<file path="src/rtl/ln_request_scheduler.sv">
// ln_request_scheduler: shares one pipelined ln datapath between two requesters.
// Round-robin arbitration, operand range check, in-flight tag tracking and
// tagged response return with a fixed accept->response latency of LN_LATENCY+2.
// Optional build macro: LN_RANGE_SAT_EN (clamp positive over-range operands to
// W_MAX instead of rejecting them; the response is still flagged as an error).
module ln_request_scheduler #(
  parameter int unsigned LN_LATENCY = 40,
  parameter int unsigned ISSUE_GAP  = 1,
  parameter logic [35:0] W_MAX      = 36'h014000000
) (
  input  logic        clk,
  input  logic        rst,
  input  logic        req0_valid,
  input  logic [35:0] req0_w,
  output logic        req0_ready,
  input  logic        req1_valid,
  input  logic [35:0] req1_w,
  output logic        req1_ready,
  output logic [35:0] dp_w,
  input  logic [35:0] dp_ln,
  output logic        rsp_valid,
  output logic        rsp_id,
  output logic [35:0] rsp_ln,
  output logic        rsp_err
);

  localparam int unsigned W_W   = 36;
  localparam int unsigned GAP_W = (ISSUE_GAP > 1) ? $clog2(ISSUE_GAP) : 1;
  localparam logic [W_W-1:0] W_ONE = 36'h001000000;

  // zero_ln forces rsp_ln to 0; differs from err only for clamped operands
  typedef struct packed {
    logic valid;
    logic id;
    logic err;
    logic zero_ln;
  } tag_t;

  logic             last_id;
  logic [GAP_W-1:0] gap_cnt;
  tag_t             iss_tag;
  tag_t             tag_pipe [0:LN_LATENCY-1];
  tag_t             tail_tag;

  logic             gap_open_c;
  logic             grant0_c;
  logic             grant1_c;
  logic             acc0_c;
  logic             acc1_c;
  logic [W_W-1:0]   acc_w_c;
  logic             in_range_c;
  logic [W_W-1:0]   issue_w_c;
  tag_t             issue_tag_c;

  // Round-robin grant: on contention favour the requester not granted last
  assign gap_open_c = (gap_cnt == '0);
  assign grant0_c   = req0_valid && (!req1_valid || last_id);
  assign grant1_c   = req1_valid && (!req0_valid || !last_id);
  assign req0_ready = grant0_c && gap_open_c && !rst;
  assign req1_ready = grant1_c && gap_open_c && !rst;
  assign acc0_c     = req0_valid && req0_ready;
  assign acc1_c     = req1_valid && req1_ready;
  assign acc_w_c    = acc1_c ? req1_w : req0_w;
  assign in_range_c = (acc_w_c != '0) && !acc_w_c[W_W-1] && (acc_w_c <= W_MAX);
  assign tail_tag   = tag_pipe[LN_LATENCY-1];

  // Operand and tag for the accepted request; rejected operands issue 1.0
  always_comb begin
    issue_w_c   = W_ONE;
    issue_tag_c = '0;
    if (acc0_c || acc1_c) begin
      issue_tag_c.valid   = 1'b1;
      issue_tag_c.id      = acc1_c;
      issue_tag_c.err     = !in_range_c;
      issue_tag_c.zero_ln = !in_range_c;
      if (in_range_c) begin
        issue_w_c = acc_w_c;
      end
`ifdef LN_RANGE_SAT_EN
      else if ((acc_w_c != '0) && !acc_w_c[W_W-1]) begin
        issue_w_c           = W_MAX;
        issue_tag_c.zero_ln = 1'b0;
      end
`endif
    end
  end

  // Issue stage: datapath operand, issue tag, arbitration pointer, gap counter
  always_ff @(posedge clk) begin
    if (rst) begin
      dp_w    <= W_ONE;
      iss_tag <= '0;
      last_id <= 1'b0;
      gap_cnt <= '0;
    end else begin
      iss_tag <= issue_tag_c;
      if (acc0_c || acc1_c) begin
        dp_w    <= issue_w_c;
        last_id <= acc1_c;
        gap_cnt <= GAP_W'(ISSUE_GAP - 1);
      end else if (!gap_open_c) begin
        gap_cnt <= gap_cnt - GAP_W'(1);
      end
    end
  end

  // Tag pipe mirrors the datapath stages so the tail lines up with dp_ln
  always_ff @(posedge clk) begin
    if (rst) begin
      for (int i = 0; i < int'(LN_LATENCY); i++) begin
        tag_pipe[i] <= '0;
      end
    end else begin
      tag_pipe[0] <= iss_tag;
      for (int i = 1; i < int'(LN_LATENCY); i++) begin
        tag_pipe[i] <= tag_pipe[i-1];
      end
    end
  end

  // Response register: capture dp_ln alongside the exiting tag
  always_ff @(posedge clk) begin
    if (rst) begin
      rsp_valid <= 1'b0;
      rsp_id    <= 1'b0;
      rsp_ln    <= '0;
      rsp_err   <= 1'b0;
    end else begin
      rsp_valid <= tail_tag.valid;
      if (tail_tag.valid) begin
        rsp_id  <= tail_tag.id;
        rsp_err <= tail_tag.err;
        rsp_ln  <= tail_tag.zero_ln ? '0 : dp_ln;
      end
    end
  end

endmodule
</file>
<file path="config.mk">
export PLATFORM = sky130hd
export DESIGN_NAME = ln_request_scheduler
export DESIGN_NICKNAME = d
export VERILOG_FILES = /design/src/rtl/ln_request_scheduler.sv
export SDC_FILE = /design/constraint.sdc
export NUM_CORES = 1
export LEC_CHECK = 0
export CORE_MARGIN = 2
export CORE_UTILIZATION = 49
export CTS_BUF_LIST = sky130_fd_sc_hd__clkbuf_4 sky130_fd_sc_hd__clkbuf_8
export DETAILED_ROUTE_END_ITERATION = 8
export PLACE_DENSITY = 0.88
export SLEW_MARGIN = 30
export SYNTH_ARGS = -nofsm -noshare
export SYNTH_HDL_FRONTEND = slang
export SYNTH_SLANG_ARGS = --single-unit
</file>
<file path="constraint.sdc">
create_clock -name clk -period 2.6 [get_ports clk]
set_clock_uncertainty 0.15 [all_clocks]
set_input_delay 0.26 -clock clk [delete_from_list [all_inputs] [get_ports clk]]
set_output_delay 0.26 -clock clk [all_outputs]
set_load 0.01 [all_outputs]
</file>
---- After elaboration in Yosys (flattened, before gate mapping) ----
Memories as Yosys holds them, arrays and structs flattened.
Cells that the tools add are included.
cells by class
  $add $sub $neg .......................... 1
  reductions and logical operators ........ 22
  $lt $le $gt $ge ......................... 1
  multiplexer cells ....................... 47
  bitwise operators ....................... 42
operators with widths
  kind                                                                                 number
  4-bit 2-to-1 mux                                                                     41
  36-bit 2-to-1 mux                                                                    3
  1-bit OR                                                                             40
  36-bit by 29-bit less-or-equal comparator with 1-bit output (second input constant)  1
  36-bit nonzero test                                                                  1
  1-bit logical AND                                                                    10
  1-bit zero test                                                                      6
  1-bit logical OR                                                                     3
  1-bit 2-to-1 mux                                                                     3
  3-bit OR reduction                                                                   1
  1-bit inverter                                                                       2
  2-bit OR reduction                                                                   1
  1-bit subtractor (second input constant)                                             1
storage, ports and cells
  memory bits (writable) .................. 160
  register bits ........................... 80
  input bits .............................. 112
  logic and storage cells ................. 124
  memories ................................ 1
  output and inout port bits .............. 77
memories
  name      depth  bits a word  read ports  clocked after Yosys merged registers in  write ports  RTL line  source
  tag_pipe  40     4            40          0                                        40           42        tag_t tag_pipe [0:LN_LATENCY-1];

---- Logic depth before layout (Yosys ltp) ----
Gate-level depths: netlist of run 1.
  depth in word-level cells ............... 12
  gate-level depth with buffers ........... 8
  depth with buffers taken out ............ 7

---- Worst setup path after synthesis of run 1 ----
No wires, ideal clock.
  path type ............................... register to register
  from .................................... register gap_cnt
  to ...................................... register dp_w[10]
  path slack .............................. 0.637 ns
  library setup time ...................... 0.141 ns
  stages on the path, launching flop included .. 9
  data required time ...................... 2.309 ns
  path buffers ............................ 1
  clock period less this slack ............ 1.963 ns
  arrival ................................. 1.672 ns
  cell sequence ........................... dfxtp_1 > a211oi_2 > nand2_2 > inv_2 > mux2i_1 > a211oi_2 > a31oi_2 > buf_6 > o31ai_2
between the ends
  word-level cells in the longest chain between the ends .. 9
  elaborated cells between the ends (all ways) .. 15
  those cells by class .................... order compare (1); mux (2); bitwise (1); reduce/logical (11)
RTL lines
  what                                                                                                                 RTL line  source
  start, declared                                                                                                      40        logic [GAP_W-1:0] gap_cnt;
  start signal, assigned                                                                                               100       gap_cnt <= GAP_W'(ISSUE_GAP - 1);
  start signal, assigned                                                                                               102       gap_cnt <= gap_cnt - GAP_W'(1);
  1-bit inverter (no source line) (*)                                                                                  -
  1-bit logical AND (*) (2 in series)                                                                                  60        assign req1_ready = grant1_c && gap_open_c && !rst;
  via req1_ready                                                                                                       18        output logic req1_ready,
  1-bit logical AND (*)                                                                                                62        assign acc1_c = req1_valid && req1_ready;
  parallel branches: the longest is 5 deep, another holds 36-bit by 29-bit less-or-equal comparator with 1-bit output  -
  end signal, assigned                                                                                                 98        dp_w <= issue_w_c;
  end, declared                                                                                                        19        output logic [35:0] dp_w,
Mark *: on every way through the listed nets, which the timed path passes.
A chain may end at the register's enable or synchronous reset.

---- Worst setup path in the final report of run 1 ----
  from .................................... input port rst
  to ...................................... output port req1_ready
between the ends
  word-level cells in the longest chain between the ends .. 2
RTL lines
  what               RTL line  source
  start, declared    12        input logic rst,
  1-bit zero test    60
  1-bit logical AND  60
  end, declared      18
No other way between the ends.

==> metrics.cfg, run 1 <==
[timing]
hold_violations = 0
finalCritPeriodShare = 0.9543
rsz0062_at_grt = no
slew_violations = 0
finalSetupTns_ns = 0
fmax_ghz = 0.4030
tightest_slew_ns = 0.7331
finalCriticalPeriod_ns = 2.481
slew_headroom = 0.5103
layout_setup_ws_ns = 0.1188
setup_viol = 0

[finish]
final_core_util = 0.7028
most-common-layout-cells = dfxtp_1, clkdlybuf4s50_1, nor2b_1
diodes = 0
final_common_cell = dfxtp_1
nNetsFinal = 926
areaGrowthSynthToFinish_pct = 38.60
layout-drive-gt1-share = 0.1209

[clocking]
cts_tree = built
h-tree-depth = 4
numCtsBuffers = 17
clk_pin_slew_ns = 0.09
clock_latency_ns = 0.45
post_cts.repair.setup_buffers = 0
clock-root-buffer = clkbuf_8
clkSinkCount = 200
clockBufferDepth = 2

[critical_path]
crit_path_frequent_cell = buf_4
worstSetupEndpointType = output pin
critPathTopFamily = buffers and inverters
startpoint_type = primary input
cp.arrival_ns = 2.07
rr_endpoint = dp_w[6]
reg2reg_depth = 9
cp_slowest_stage_delay_ns = 0.57
cp.required_ns = 2.19
crit_type = primary input to output pin
crit_fanout = 5
r2r_slack_ns = 0.19
r2r_start = last_id
slowest_stage = clkdlybuf4s50_1
crit_chain = dlygate4sd3_1 > buf_4 > a211oi_2 > nand2_2 > inv_2 > buf_4 > clkdlybuf4s50_1
path_buf_inv = 5

[routing]
dr_total_vias = 5035
drtIter0Drc = 183
routed_via_density = 5.020
wl_per_cell_um = 14.87
ant_nets = 0
drt_drc_violations_left = 0
wl_um = 14920
firstDrtPassIters = 4

[synthesis]
async_reset_ff_frac = 0
synth_top_area_share = 0.5916
ys_types = 34
synth-main-ff-cell = dfxtp_1
synthCells = 621
ys_ff_latch = 200
yosys-top-cells-area = dfxtp_1, nor2b_1, o31ai_2
ys_seq_area_frac = 0.5916
netlist_area_mm2 = 0.006768
postSynthAreaPerCell_um2 = 10.90
synth_edf_count = 0
ys.warnings.count = 0
yosysTopAreaCell = dfxtp_1
synth_nets = 733

[placed_design]
pre_cts_ws_ns = -0.3766
dp_hpwl_um = 10590
port_buffers = 188
finalWeightedCongestion = 0.8416

[flow_run]
maxCapViolCount = 0

[floorplan]
die_x_um = 121.5
dieArea_mm2 = 0.01477
start_util = 0.5070
core_mm2 = 0.01335
ios = 189
rows = 42
die_h_um = 121.5

[hold_path]
hold_end = rsp_ln[6]
worstHoldStart = dp_ln[6]
hold_class = primary input to flip-flop
worstHoldPathCells = 3

[global_route]
grt_pass1_wl_um = 24100
grt_overflow = 0
track_usage = 0.2076
grt_pass1_vias = 5075
grt_antenna_before_repair = 0
grt_max_degree = 114

[run_status]
status = finished, final reports clean

[power]
leakage_uw = 0.003715
power_uw = 5449
powerDensity_mw_per_mm2 = 580.9
vdd_drop_max_mv = 0.3594

-- stage by stage --
stage,instances,hold slack [ns],instance area [um2]
6_report,1003,0.2620,9380
5_1_grt,1003,0.2544,9380
4_1_cts,1003,0.2332,9371
3_5_place_dp,970,0.2731,8941
3_3_place_gp,968,0.2702,8906
2_1_floorplan,621,0.2252,6768
-- cell families (layout without fill, tap and decap cells) --
logic type / count (synthesis) / in the layout / synth area share
buf+inv: 46 / 252 / 0.02884
simple gates: 263 / 263 / 0.2341
other cells: 1 / 1 / 0.0005541
mux: 31 / 31 / 0.04585
compound gates: 80 / 80 / 0.09910
flops: 200 / 200 / 0.5916
-- power breakdown --
part	switching [uW]	internal (uW)	total, uW
logic	156	208	364
registers	4.43	3070	3070
clock network	1100	911	2010
total	1260	4190	5450
-- layout make-up --
| cell class | instances | area (um2) |
|---|---|---|
| timing repair buffer | 215 | 2116 |
| fill | 949 | 3968 |
| sequential | 200 | 4004 |
| tap | 176 | 220.2 |
| clock inverter | 14 | 178.9 |
| clock buffer | 18 | 241.5 |
| inverter | 5 | 18.77 |
| multi-input combinational | 375 | 2601 |
-- worst min-delay path, delay by kind of cell --
kind	cells	cell delay, ns
and+or+nand+nor	1	0.05
buffers and inverters	1	0.40
AOI/OAI and AO/OA	1	0.12
-- flip-flops by register name, summed over array words and instances, names as in the netlist --
register and flops:
dp_w 36, gap_cnt 1, iss_tag 3, last_id 1, rsp_err 1, rsp_id 1
rsp_ln 36, rsp_valid 1, tag_pipe 120
-- synth_stat cells (all sizes together) (2+ instances only) --
master	instances
and2	8
nor3	2
o21ai	3
nand4	3
nor2b	158
mux2i	31
buf	6
inv	5
nand3b	28
nor4	13
a21oi	37
nor2	44
clkbuf	35
o31ai	28
dfxtp	200
a211oi	3
nand2	3
or4	3
-- routing by layer --
metal | up-vias | part of all wire | global-route usage
met3 | 37 | 0.067 | 0.05263
met4 | 0 | 0.029 | 0.09267
met2 | 204 | 0.49 | 0.3631
met5 | - | 0 | 0
li1 | 2450 | - | -
met1 | 2344 | 0.42 | 0.2396
-- worst max-delay path by stage --
stage	start	endpoint	slack, ns	cells after the start
floorplan	gap_cnt	dp_w[10]	0.64	8
global route	rst	dp_w[8]	0.01	11
global placement	req0_w[5]	dp_w[24]	-0.56	8
detailed placement	req0_w[31]	dp_w[7]	-0.38	9
finish	rst	req1_ready	0.12	7
CTS	rst	dp_w[27]	0.09	6
-- timing repair --
item                       4_1_cts  5_1_grt
hold endpoints to repair         1        0
hold buffers                     1        0
gates resized for setup          0        1
setup endpoints to repair        0       13
Power figures use the tool's default switching activity.
==> inputs of run 2 (changes only) <==
--- a/config.mk
+++ b/config.mk
@@ -5,6 +5,7 @@
 export SDC_FILE = /design/constraint.sdc
 export NUM_CORES = 1
 export LEC_CHECK = 0
+export CAP_MARGIN = 40
 export CORE_MARGIN = 2
 export CORE_UTILIZATION = 49
 export CTS_BUF_LIST = sky130_fd_sc_hd__clkbuf_4 sky130_fd_sc_hd__clkbuf_8
==> metrics.cfg, run 2 (synthesized netlist as in run 1, its figures left out) <==
[timing]
finalCriticalPeriod_ns = 2.384
worst_hold_slack_ns = 0.2555
finalSetupTns_ns = 0
hold_violations = 0
slew_headroom = 0.4896
finalCritPeriodShare = 0.9170
rsz0062_at_grt = no
layout_setup_ws_ns = 0.2159
fmax_ghz = 0.4194
slew_violations = 0
setup_viol = 0
tightest_slew_ns = 0.7640

[critical_path]
crit_chain = clkdlybuf4s50_1 > or4_1 > nor4_2 > mux2i_1 > a211oi_2 > a31oi_4 > buf_8 > buf_8 > o31ai_2
crit_type = primary input to flip-flop
slowest_stage = or4_1
worstSetupEndpointType = flip-flop
cp.required_ns = 2.83
cp.arrival_ns = 2.61
crit_fanout = 13
startpoint_type = primary input
path_buf_inv = 3
cp_slowest_stage_delay_ns = 0.54
crit_path_frequent_cell = buf_8
critPathTopFamily = buffers and inverters

[routing]
drt_drc_violations_left = 0
wl_per_cell_um = 14.91
drtIter0Drc = 195
firstDrtPassIters = 4
wl_um = 14980
ant_nets = 0
routed_via_density = 4.993
dr_total_vias = 5018

[flow_run]
maxCapViolCount = 0

[clocking]
clock_latency_ns = 0.46
cts_tree = built
clockBufferDepth = 2
h-tree-depth = 4
clk_pin_slew_ns = 0.10
clkSinkCount = 200
numCtsBuffers = 17
clock-root-buffer = clkbuf_8

[placed_design]
port_buffers = 188
dp_hpwl_um = 10720
pre_cts_ws_ns = -0.3849
place_area_mm2 = 0.008961
placed_cells_incl_taps = 971
finalWeightedCongestion = 0.8416

[hold_path]
hold_class = primary input to flip-flop

[finish]
fillers = 945
most-common-layout-cells = dfxtp_1, clkdlybuf4s50_1, nor2b_1
final_cells = 1005
final_cell_area_mm2 = 0.009384
diodes = 0
areaGrowthSynthToFinish_pct = 38.66
nNetsFinal = 928
largest_reg_flops = 120
top_regs = tag_pipe (120), dp_w (36), rsp_ln (36)
layout-drive-gt1-share = 0.1230
final_common_cell = dfxtp_1
regMostFlops = tag_pipe

[global_route]
grt_antenna_before_repair = 0
grt_max_degree = 78
track_usage = 0.2105
grt_pass1_wl_um = 24380
grt_pass1_vias = 5125
grt_overflow = 0

[power]
vdd_drop_max_mv = 0.3471
leakage_uw = 0.003725
powerDensity_mw_per_mm2 = 571.5

[floorplan]
die_h_um = 121.5
ios = 189
core_mm2 = 0.01335
dieArea_mm2 = 0.01477
die_x_um = 121.5
start_util = 0.5070
rows = 42

[run_status]
status = finished, final reports clean

[run 2: area by class of cell]
class                           count  area [um2]  area share
Sequential cell                   200        4004      0.4267
Inverter                            5       18.77    0.002000
Multi-Input combinational cell    375        2601      0.2772
Timing Repair Buffer              217        2142      0.2283
Clock inverter                     14       156.4     0.01667
Clock buffer                       18       241.5     0.02573
Tap cell                          176       220.2     0.02347
[run 2: per-layer routing]
layer  track usage  routed length [um]  vias to the layer above  part of all wire
met3       0.05874                1006                       33             0.067
met4       0.08980                 415                        0             0.028
met5             0                   0                        -                 0
met1        0.2435                6302                     2336              0.42
met2        0.3655                7257                      186              0.48
li1              -                   -                     2463                 -
[run 2: worst paths after layout]
path / from / endpoint / slack (ns) / cells after the start
setup / recovery: req1_w[31] / dp_w[7] / 0.22 / 9
hold / removal: dp_ln[9] / rsp_ln[9] / 0.26 / 3
setup reg to reg: last_id / dp_w[7] / 0.32 / 10
hold reg to reg: tag_pipe[2][7] / tag_pipe[3][3] / 0.29 / 1
[run 2: repair_timing]
item | 4_1_cts | 5_1_grt
buffers inserted | 0 | 1
gates resized for setup | 0 | 2
endpoints found under the hold margin | 1 | 0
setup endpoints to repair | 0 | 14
hold buffers | 1 | 0
[run 2: power breakdown]
group / internal (uW) / total (uW) / switching (uW)
clock: 813 / 1920 / 1110
combinational: 211 / 368 / 157
sequential: 3070 / 3070 / 4.36
total: 4090 / 5360 / 1270
[run 2: worst min-delay path: stages]
cell and delay (ns):
clkdlybuf4s50_1 0.40, a21oi_1 0.12, nor2_1 0.04
[run 2: metrics by stage]
step / utilization / total power [uW]
2_1_floorplan: - / 3265
3_3_place_gp: 0.6672 / 3493
3_5_place_dp: 0.6714 / 3508
4_1_cts: 0.7019 / 5411
5_1_grt: 0.7030 / 5569
6_report: 0.7030 / 5363
==> inputs of run 3 (changes only) <==
--- a/config.mk
+++ b/config.mk
@@ -7,10 +7,11 @@
 export LEC_CHECK = 0
 export CAP_MARGIN = 40
 export CORE_MARGIN = 2
-export CORE_UTILIZATION = 49
+export CORE_UTILIZATION = 50
 export CTS_BUF_LIST = sky130_fd_sc_hd__clkbuf_4 sky130_fd_sc_hd__clkbuf_8
 export DETAILED_ROUTE_END_ITERATION = 8
-export PLACE_DENSITY = 0.88
+export PLACE_DENSITY = 0.89
+export SKIP_LAST_GASP = 1
 export SLEW_MARGIN = 30
 export SYNTH_ARGS = -nofsm -noshare
 export SYNTH_HDL_FRONTEND = slang
==> constraint.sdc (replaced) <==
create_clock -name clk -period 2.8 [get_ports clk]
set_clock_uncertainty 0.15 [all_clocks]
set_input_delay 0.28 -clock clk [delete_from_list [all_inputs] [get_ports clk]]
set_output_delay 0.28 -clock clk [all_outputs]
set_load 0.01 [all_outputs]
==> metrics.cfg, run 3 (synthesized netlist as in run 1, its figures left out) <==
[run_status]
status = finished, final reports clean

[power]
leakage_uw = 0.003615
vdd_drop_max_mv = 0.3700
powerDensity_mw_per_mm2 = 532.9

[critical_path]
path_buf_inv = 4
cp.required_ns = 2.37
crit_chain = dlygate4sd3_1 > buf_4 > a211oi_2 > nand2_2 > inv_2 > clkdlybuf4s50_1
critPathTopFamily = buffers and inverters
worstSetupEndpointType = output pin
crit_fanout = 6
startpoint_type = primary input
r2r_slack_ns = 0.53
slowest_stage = clkdlybuf4s50_1
cp.arrival_ns = 2.07
cp_slowest_stage_delay_ns = 0.56
crit_type = primary input to output pin

[finish]
most-common-layout-cells = dfxtp_1, clkdlybuf4s50_1, nor2b_1
top_regs = tag_pipe (120), dp_w (36), rsp_ln (36)
diodes = 0
areaGrowthSynthToFinish_pct = 36.37
final_cell_area_mm2 = 0.009229
final_common_cell = dfxtp_1
layout-drive-gt1-share = 0.1046
nNetsFinal = 912
regMostFlops = tag_pipe
largest_reg_flops = 120

[timing]
finalCriticalPeriod_ns = 2.498
fmax_ghz = 0.4004
slew_violations = 0
worst_hold_slack_ns = 0.2713
setup_viol = 0
hold_violations = 0
slew_headroom = 0.4933
tightest_slew_ns = 0.7584
rsz0062_at_grt = no
finalSetupTns_ns = 0
finalCritPeriodShare = 0.8921

[floorplan]
core_mm2 = 0.01324
dieArea_mm2 = 0.01448
start_util = 0.5111
ios = 189
rows = 42
die_h_um = 120.3
die_x_um = 120.3

[routing]
dr_total_vias = 4897
firstDrtPassIters = 5
wl_um = 14240
routed_via_density = 4.951
ant_nets = 0
drtIter0Drc = 212
wl_per_cell_um = 14.40
drt_drc_violations_left = 0

[clocking]
clkSinkCount = 200
clk_pin_slew_ns = 0.10
h-tree-depth = 4
post_cts.repair.setup_buffers = 0
clock-root-buffer = clkbuf_8
clockBufferDepth = 2
cts_tree = built
clock_latency_ns = 0.45
numCtsBuffers = 17

[global_route]
grt_pass1_wl_um = 23560
grt_max_degree = 190
grt_antenna_before_repair = 0
track_usage = 0.2037
grt_overflow = 0
grt_pass1_vias = 4965

[placed_design]
place_area_mm2 = 0.008833
finalWeightedCongestion = 0.8637
port_buffers = 188
dp_hpwl_um = 9933

[hold_path]
hold_class = primary input to flip-flop

[flow_run]
maxCapViolCount = 0

[run 3: cell type report]
| class | count | area, um2 |
|---|---|---|
| inverter | 5 | 18.77 |
| tap | 176 | 220.2 |
| multi-input combinational | 375 | 2596 |
| sequential | 200 | 4004 |
| fill | 939 | 4014 |
| clock buffer | 18 | 247.7 |
| timing repair buffer | 201 | 2004 |
| clock inverter | 14 | 137.6 |
[run 3: repair_timing]
item                                   in CTS  in global routing
resized for setup                           0                  0
endpoints found under the hold margin       1                  0
hold buffers                                1                  0
[run 3: worst paths after layout]
kind                   start              end  cells past startpoint
max                      rst       req1_ready                      6
min                dp_ln[26]       rsp_ln[26]                      3
max reg2reg          last_id         dp_w[24]                      8
min reg2reg  tag_pipe[14][2]  tag_pipe[14][6]                      1
[run 3: where the power goes]
group | total, uW | switching, uW | internal (uW)
Sequential | 2850 | 3.93 | 2850
Combinational | 322 | 139 | 184
Clock | 1740 | 992 | 750
Total | 4920 | 1140 | 3780
[run 3: stage by stage]
stage | power (uW) | utilization | cells | setup WS [ns]
2_1_floorplan | 3032 | - | 621 | 0.8221
3_3_place_gp | 3232 | 0.6667 | 956 | 0.1290
3_5_place_dp | 3240 | 0.6670 | 956 | 0.05855
4_1_cts | 4965 | 0.6969 | 989 | 0.3140
5_1_grt | 5103 | 0.6969 | 989 | 0.2443
6_report | 4918 | 0.6969 | 989 | 0.3022
[run 3: worst register-to-register path, stage by stage (launching register included)]
cell and delay [ns]:
dfxtp_1 0.37, a211oi_2 0.28, nand2_2 0.13, inv_2 0.14
mux2i_1 0.32, a211oi_1 0.13, a31oi_4 0.29, buf_4 0.25
o32a_1 0.16
[run 3: layer usage]
layer	up-vias	track usage	share of wire
li1	2420	-	-
met2	173	0.3569	0.49
met3	24	0.05425	0.063
met5	-	0	0
met1	2280	0.2376	0.43
met4	0	0.07922	0.022
